`src/rtl/iram_port_arbiter.sv`:
```
// iram_port_arbiter
// Shares one single-port, 1-cycle-latency instruction RAM between the CPU
// instruction bus (cpui_*) and the CPU data bus (cpud_*). Each bus has a
// one-deep pending register; one requester is issued to the RAM per cycle
// and the RAM response is routed back to whoever owned that issue.
//
// Build option: define IRAM_ARB_BYPASS_EN to forward an uncontended live
// request straight to the RAM in the same cycle (latency 1 instead of 2).
module iram_port_arbiter #(
    parameter int ADDR_W       = 16,
    parameter int MAX_D_STREAK = 4     // 1..15
) (
    input  logic              clock,
    input  logic              resetn,
    input  logic              cpui_request,
    input  logic [ADDR_W-1:0] cpui_addr,
    output logic [31:0]       cpui_rdata,
    output logic              cpui_ack,
    input  logic              cpud_request,
    input  logic [ADDR_W-1:0] cpud_addr,
    input  logic              cpud_write,
    input  logic [3:0]        cpud_byte_enable,
    input  logic [31:0]       cpud_wdata,
    output logic [31:0]       cpud_rdata,
    output logic              cpud_ack,
    output logic              mem_request,
    output logic [ADDR_W-1:0] mem_addr,
    output logic              mem_write,
    output logic [3:0]        mem_byte_enable,
    output logic [31:0]       mem_wdata,
    input  logic [31:0]       mem_rdata,
    input  logic              mem_ack,
    output logic              protocol_error
);

    typedef enum logic [1:0] {
        OWN_NONE = 2'd0,
        OWN_I    = 2'd1,
        OWN_D    = 2'd2
    } owner_t;

    localparam logic [3:0] STREAK_MAX = 4'(MAX_D_STREAK);

    // Pending request state (flags are reset, payload is not)
    logic              r_i_pend;
    logic [ADDR_W-1:0] r_i_addr;
    logic              r_d_pend;
    logic [ADDR_W-1:0] r_d_addr;
    logic              r_d_write;
    logic [3:0]        r_d_be;
    logic [31:0]       r_d_wdata;

    // Access bookkeeping
    owner_t            r_owner;          // who owns the access whose ack is due now
    logic              r_d_wr_inflight;  // in-flight data access is a write
    logic [3:0]        r_streak;         // data grants while instruction waits
    logic              r_rst_guard;      // high for the first cycle after reset

    logic w_streak_full;
    logic w_grant_i;
    logic w_grant_d;
    logic w_byp_i;
    logic w_byp_d;
    logic w_issue_i;
    logic w_issue_d;
    logic w_i_viol;
    logic w_d_viol;
    logic w_i_load;
    logic w_d_load;
    logic w_stray_ack;

    // Arbitration among pending requests: data first, unless instruction has
    // already watched MAX_D_STREAK data grants go by.
    assign w_streak_full = (r_streak == STREAK_MAX);
    assign w_grant_d     = r_d_pend & (~r_i_pend | ~w_streak_full);
    assign w_grant_i     = r_i_pend & (~r_d_pend |  w_streak_full);

    // A new request is illegal if its bus already has a request waiting that
    // is not leaving this cycle, or an access whose ack has not come back yet.
    assign w_i_viol = cpui_request &
                      ((r_i_pend & ~w_grant_i) | ((r_owner == OWN_I) & ~mem_ack));
    assign w_d_viol = cpud_request &
                      ((r_d_pend & ~w_grant_d) | ((r_owner == OWN_D) & ~mem_ack));

`ifdef IRAM_ARB_BYPASS_EN
    // Live requests go straight to the RAM only when nothing is pending;
    // data wins a tie and the instruction request is parked.
    assign w_byp_d = ~r_i_pend & ~r_d_pend & cpud_request & ~w_d_viol;
    assign w_byp_i = ~r_i_pend & ~r_d_pend & cpui_request & ~w_i_viol & ~w_byp_d;
`else
    assign w_byp_d = 1'b0;
    assign w_byp_i = 1'b0;
`endif

    assign w_issue_d = w_grant_d | w_byp_d;
    assign w_issue_i = w_grant_i | w_byp_i;

    // Legal requests that were not bypassed are captured into pending
    assign w_i_load = cpui_request & ~w_i_viol & ~w_byp_i;
    assign w_d_load = cpud_request & ~w_d_viol & ~w_byp_d;

    // An ack with no owner is a RAM-side violation, except the stale one that
    // can trail a reset that cut an access short.
    assign w_stray_ack = mem_ack & (r_owner == OWN_NONE) & ~r_rst_guard;

    // RAM port mux: drive the single winner of this cycle, idle-zero otherwise
    always_comb begin
        // NOTE: every output gets a default first so no path leaves a latch.
        mem_request     = 1'b0;
        mem_addr        = '0;
        mem_write       = 1'b0;
        mem_byte_enable = 4'h0;
        mem_wdata       = 32'h0;
        if (w_grant_d) begin
            mem_request     = 1'b1;
            mem_addr        = r_d_addr;
            mem_write       = r_d_write;
            mem_byte_enable = r_d_be;
            mem_wdata       = r_d_wdata;
        end else if (w_byp_d) begin
            mem_request     = 1'b1;
            mem_addr        = cpud_addr;
            mem_write       = cpud_write;
            mem_byte_enable = cpud_byte_enable;
            mem_wdata       = cpud_wdata;
        end else if (w_grant_i) begin
            mem_request     = 1'b1;
            mem_addr        = r_i_addr;
        end else if (w_byp_i) begin
            mem_request     = 1'b1;
            mem_addr        = cpui_addr;
        end
    end

    // Response routing: ack the recorded owner, zero rdata when not acking a read
    always_comb begin
        cpui_ack   = mem_ack & (r_owner == OWN_I);
        cpud_ack   = mem_ack & (r_owner == OWN_D);
        cpui_rdata = cpui_ack ? mem_rdata : 32'h0;
        cpud_rdata = (cpud_ack & ~r_d_wr_inflight) ? mem_rdata : 32'h0;
    end

    // Control state: pending flags, owner, streak counter and error flag
    always_ff @(posedge clock or negedge resetn) begin
        if (!resetn) begin
            r_i_pend        <= 1'b0;
            r_d_pend        <= 1'b0;
            r_owner         <= OWN_NONE;
            r_d_wr_inflight <= 1'b0;
            r_streak        <= 4'h0;
            r_rst_guard     <= 1'b1;
            protocol_error  <= 1'b0;
        end else begin
            // NOTE: non-blocking assignments so every register sees the
            // pre-edge values computed by the combinational logic above.
            r_rst_guard <= 1'b0;

            // A fresh request wins over the issue clear on the same bus
            if (w_i_load)       r_i_pend <= 1'b1;
            else if (w_grant_i) r_i_pend <= 1'b0;

            if (w_d_load)       r_d_pend <= 1'b1;
            else if (w_grant_d) r_d_pend <= 1'b0;

            if (w_issue_d)      r_owner <= OWN_D;
            else if (w_issue_i) r_owner <= OWN_I;
            else                r_owner <= OWN_NONE;

            r_d_wr_inflight <= w_issue_d & mem_write;

            if (w_issue_i || !r_i_pend)
                r_streak <= 4'h0;
            else if (w_issue_d && !w_streak_full)
                r_streak <= r_streak + 4'd1;

            if (w_i_viol || w_d_viol || w_stray_ack)
                protocol_error <= 1'b1;
        end
    end

    // Request payload capture, qualified by the pending flags above
    always_ff @(posedge clock) begin
        // NOTE: payload registers are deliberately left out of reset; they
        // are only observed when their pending flag is set.
        if (w_i_load) begin
            r_i_addr <= cpui_addr;
        end
        if (w_d_load) begin
            r_d_addr  <= cpud_addr;
            r_d_write <= cpud_write;
            r_d_be    <= cpud_byte_enable;
            r_d_wdata <= cpud_wdata;
        end
    end

endmodule

```
`config.mk`:
```
export PLATFORM = sky130hd
export DESIGN_NAME = iram_port_arbiter
export DESIGN_NICKNAME = d
export VERILOG_FILES = /design/src/rtl/iram_port_arbiter.sv
export SDC_FILE = /design/constraint.sdc
export NUM_CORES = 1
export LEC_CHECK = 0
export BUFFER_PORTS_ARGS = -buffer_cell sky130_fd_sc_hd__buf_4
export CORE_AREA = 2 2 94 96
export CTS_CLUSTER_DIAMETER = 80
export DETAILED_ROUTE_END_ITERATION = 10
export DIE_AREA = 0 0 96 98
export HOLD_SLACK_MARGIN = 0.1
export PLACE_DENSITY = 0.81
export SYNTH_ARGS = -nofsm -noshare
export SYNTH_HDL_FRONTEND = slang
export SYNTH_SLANG_ARGS = --single-unit
```
`constraint.sdc`:
```
create_clock -name clock -period 4.55 [get_ports clock]
set_input_delay 0.91 -clock clock [delete_from_list [all_inputs] [get_ports clock]]
set_output_delay 0.91 -clock clock [all_outputs]
set_load 0.005 [all_outputs]
```
==> flow_metrics.py <==
metrics = {
    "status": {
        "status": "complete, no violations",
    },
    "sta": {
        "relSlewSlack_pct": 24.3,
        "finClkSkew_ps": 5.42,
        "tns_ps": 0,
        "setup_violations": 0,
        "fmax_mhz": 288,
        "rsz0062_at_grt": "no",
        "hold_violations": 0,
        "fin_crit_ps": 3470,
        "worstMarginPinSlew_ps": 1130,
        "drv_slew": 0,
        "period_share_pct": 76.3,
    },
    "placed_design": {
        "placed_area_sq_um": 5260,
        "place.gp.congestion": 0.762,
        "dp_hpwl_mm": 7.45,
        "port_buffers": 226,
    },
    "worst_setup_path": {
        "timing.critical_path.to_type": "output port",
        "critical_path_class": "flop to output port",
        "r2r-start": "r_streak[0]",
        "critPathMaxStageDelay_ps": 860,
        "reg2reg_depth": 5,
        "crit_arrival_ps": 2560,
        "ff2ff_setup_slack_ps": 2050,
        "crit_chain": "inv_1, ha_1, and3b_4, a21boi_4, a22o_1, buf_4",
        "cp.required_ps": 3640,
        "r2r_end": "r_d_addr[12]",
        "crit_start": "r_streak[0]",
        "slowest_stage": "a21boi_4",
        "crit_fanout": 54,
        "critPathLaunchType": "flop",
    },
    "global_route": {
        "grt_pass1_wl_mm": 13.6,
        "grt_antenna_before_repair": 0,
        "track_usage_pct": 19.8,
        "grt_pass1_vias": 2716,
        "grt_max_degree": 55,
        "overflow": 0,
    },
    "floorplan": {
        "die_h_um": 98,
        "ios": 227,
        "std_cell_rows": 34,
        "fp.dieArea_sq_um": 9410,
        "core_area_sq_um": 8470,
        "start_util_pct": 41.1,
        "fp.dieW_um": 96,
    },
    "route": {
        "viasPerCell": 4.62,
        "m1WireLength_mm": 3.21,
        "route.detailed.drc": 0,
        "route.met2.wl_mm": 5.05,
        "first_iter_violations": 47,
        "top_layer_used": "met4",
        "drt.antenna.violating_nets": 0,
        "routed_wl_mm": 9.53,
        "vias": 2723,
        "wire_per_inst_um": 16.2,
        "met3_length_mm": 1.15,
        "drt_first_pass_iters": 4,
    },
    "synthesis": {
        "synth_edf_count": 69,
        "ys_async_sr_fraction_pct": 13.8,
        "syn_area_sq_um": 3480,
        "synth_seq_cells": 80,
        "yosys_most_used_dff": "edfxtp_1",
        "synth_nets": 355,
        "synth_area_per_cell_sq_um": 14.1,
        "yosysWarnings": 0,
        "seq_area_frac_synth_pct": 67.5,
        "synth_cell_type_count": 31,
        "synthCells": 247,
    },
    "clocking": {
        "clock_latency_ps": 340,
        "post_cts.repair.setup_buffers": 0,
        "hold_buffers": 0,
        "cts_resized": 0,
        "ctsRootBufferMaster": "clkbuf_8",
        "path_clk_slew_ps": 80,
        "cts_buffers": 9,
        "cts_tree": "built",
        "clock-sinks": 80,
        "htree_levels": 3,
        "clk_path_buf_depth": 2,
    },
    "finish": {
        "area_growth_pct": 56.7,
        "antenna_cells": 0,
        "fin_area_sq_um": 5450,
        "drive_gt1_share_pct": 52.8,
        "layout.nets": 584,
    },
    "power_and_ir_drop": {
        "finalPower_mw": 1.65,
        "p_leak_nw": 2.51,
        "powerDensity_nw_per_um2": 302,
        "ir_drop_uv": 274,
    },
    "min_path": {
        "worstHoldPathType": "input pin to asynchronous set/reset pin",
    },
    "job": {
        "drv_cap": 0,
    },
}
[cell type report]
type                            instances  area (sq um)
Fill cell                             633          3020
Sequential cell                        80          2350
Timing Repair Buffer                  230          1730
Multi-Input combinational cell        151          1040
Tap cell                              108           135
Clock buffer                           10           128
Clock inverter                          6          60.1
Inverter                                4          15.0
[metal layers]
| layer | GRT usage [%] | vias up |
|---|---|---|
| met4 | 6.48 | 0 |
| li1 | - | 1312 |
| met3 | 8.87 | 11 |
| met1 | 19.6 | 1247 |
| met5 | 0 | - |
| met2 | 36.0 | 153 |
[worst max-delay path by stage]
stage                  end  slack (ps)  depth (start not counted)
2_1_floorplan  r_d_addr[0]         350                          2
3_3_place_gp     mem_write        1480                          6
3_5_place_dp   mem_addr[7]        1400                          6
4_1_cts        mem_addr[7]        1010                          6
5_1_grt        mem_addr[7]         820                          6
6_report       mem_addr[7]        1080                          6
[layout by cell type, fill, tap and decap left out, drive strengths merged, types with 2 or more instances in the layout]
cell,count
a21boi,2
nand2,2
nand2b,2
clkinv,3
nand3,2
nand3b,2
inv,4
a22o,16
clkinvlp,2
o21ai,3
and2,101
clkbuf,10
edfxtp,69
ha,2
buf,230
dfrtp,10
nor2,6
[registers in the layout, summed over array words and instances, names as in the netlist]
name,flops
r_d_addr,16
r_d_be,4
r_i_pend,1
r_streak,4
protocol_error,1
r_d_pend,1
r_rst_guard,1
r_d_write,1
r_d_wdata,32
r_d_wr_inflight,1
r_i_addr,16
r_owner,2
[critical path: cells and delay by family (launching register included)]
| family | cells | cell delay (ps) |
|---|---|---|
| buf+inv | 2 | 200 |
| compound gates | 2 | 1170 |
| fa+ha+maj | 1 | 230 |
| simple gates | 1 | 220 |
| flops | 1 | 390 |
[cell families after synthesis]
family                     synth area share (%)
AOI/OAI and AO/OA                          6.59
xor gates and xnor gates                  0.504
adders and majority gates                 0.720
buffers and inverters                      3.06
DFF                                        67.5
other                                     0.108
and+or+nand+nor                            21.5
[report_power, final]
group | total, mW | internal (mW) | leakage (nW) | switching, mW
clock network | 0.497 | 0.251 | 0.0920 | 0.246
logic | 0.279 | 0.167 | 1.61 | 0.112
registers | 0.871 | 0.853 | 0.800 | 0.0182
[Yosys cell counts, drive strengths merged (3+ instances only)]
library cell	number	area share [%]
a22o	16	4.0
and2	101	18
buf	7	2.1
clkbuf	5	0.54
dfrtp	10	7.2
edfxtp	69	60
inv	4	0.43
nor2	6	0.65
o21ai	3	0.43
[per-stage QoR]
| step | std cells | util (%) | worst slack, ps | hold slack (ps) |
|---|---|---|---|---|
| global route | 589 | 64.4 | 822 | 374 |
| CTS | 589 | 64.4 | 1010 | 372 |
| finish | 589 | 64.4 | 1080 | 390 |
| floorplan | 247 | - | 350 | 455 |
| detailed placement | 573 | 62.2 | 1400 | 484 |
| global placement | 573 | 62.2 | 1480 | 471 |
Note: power is estimated with default switching activity, not from simulation.
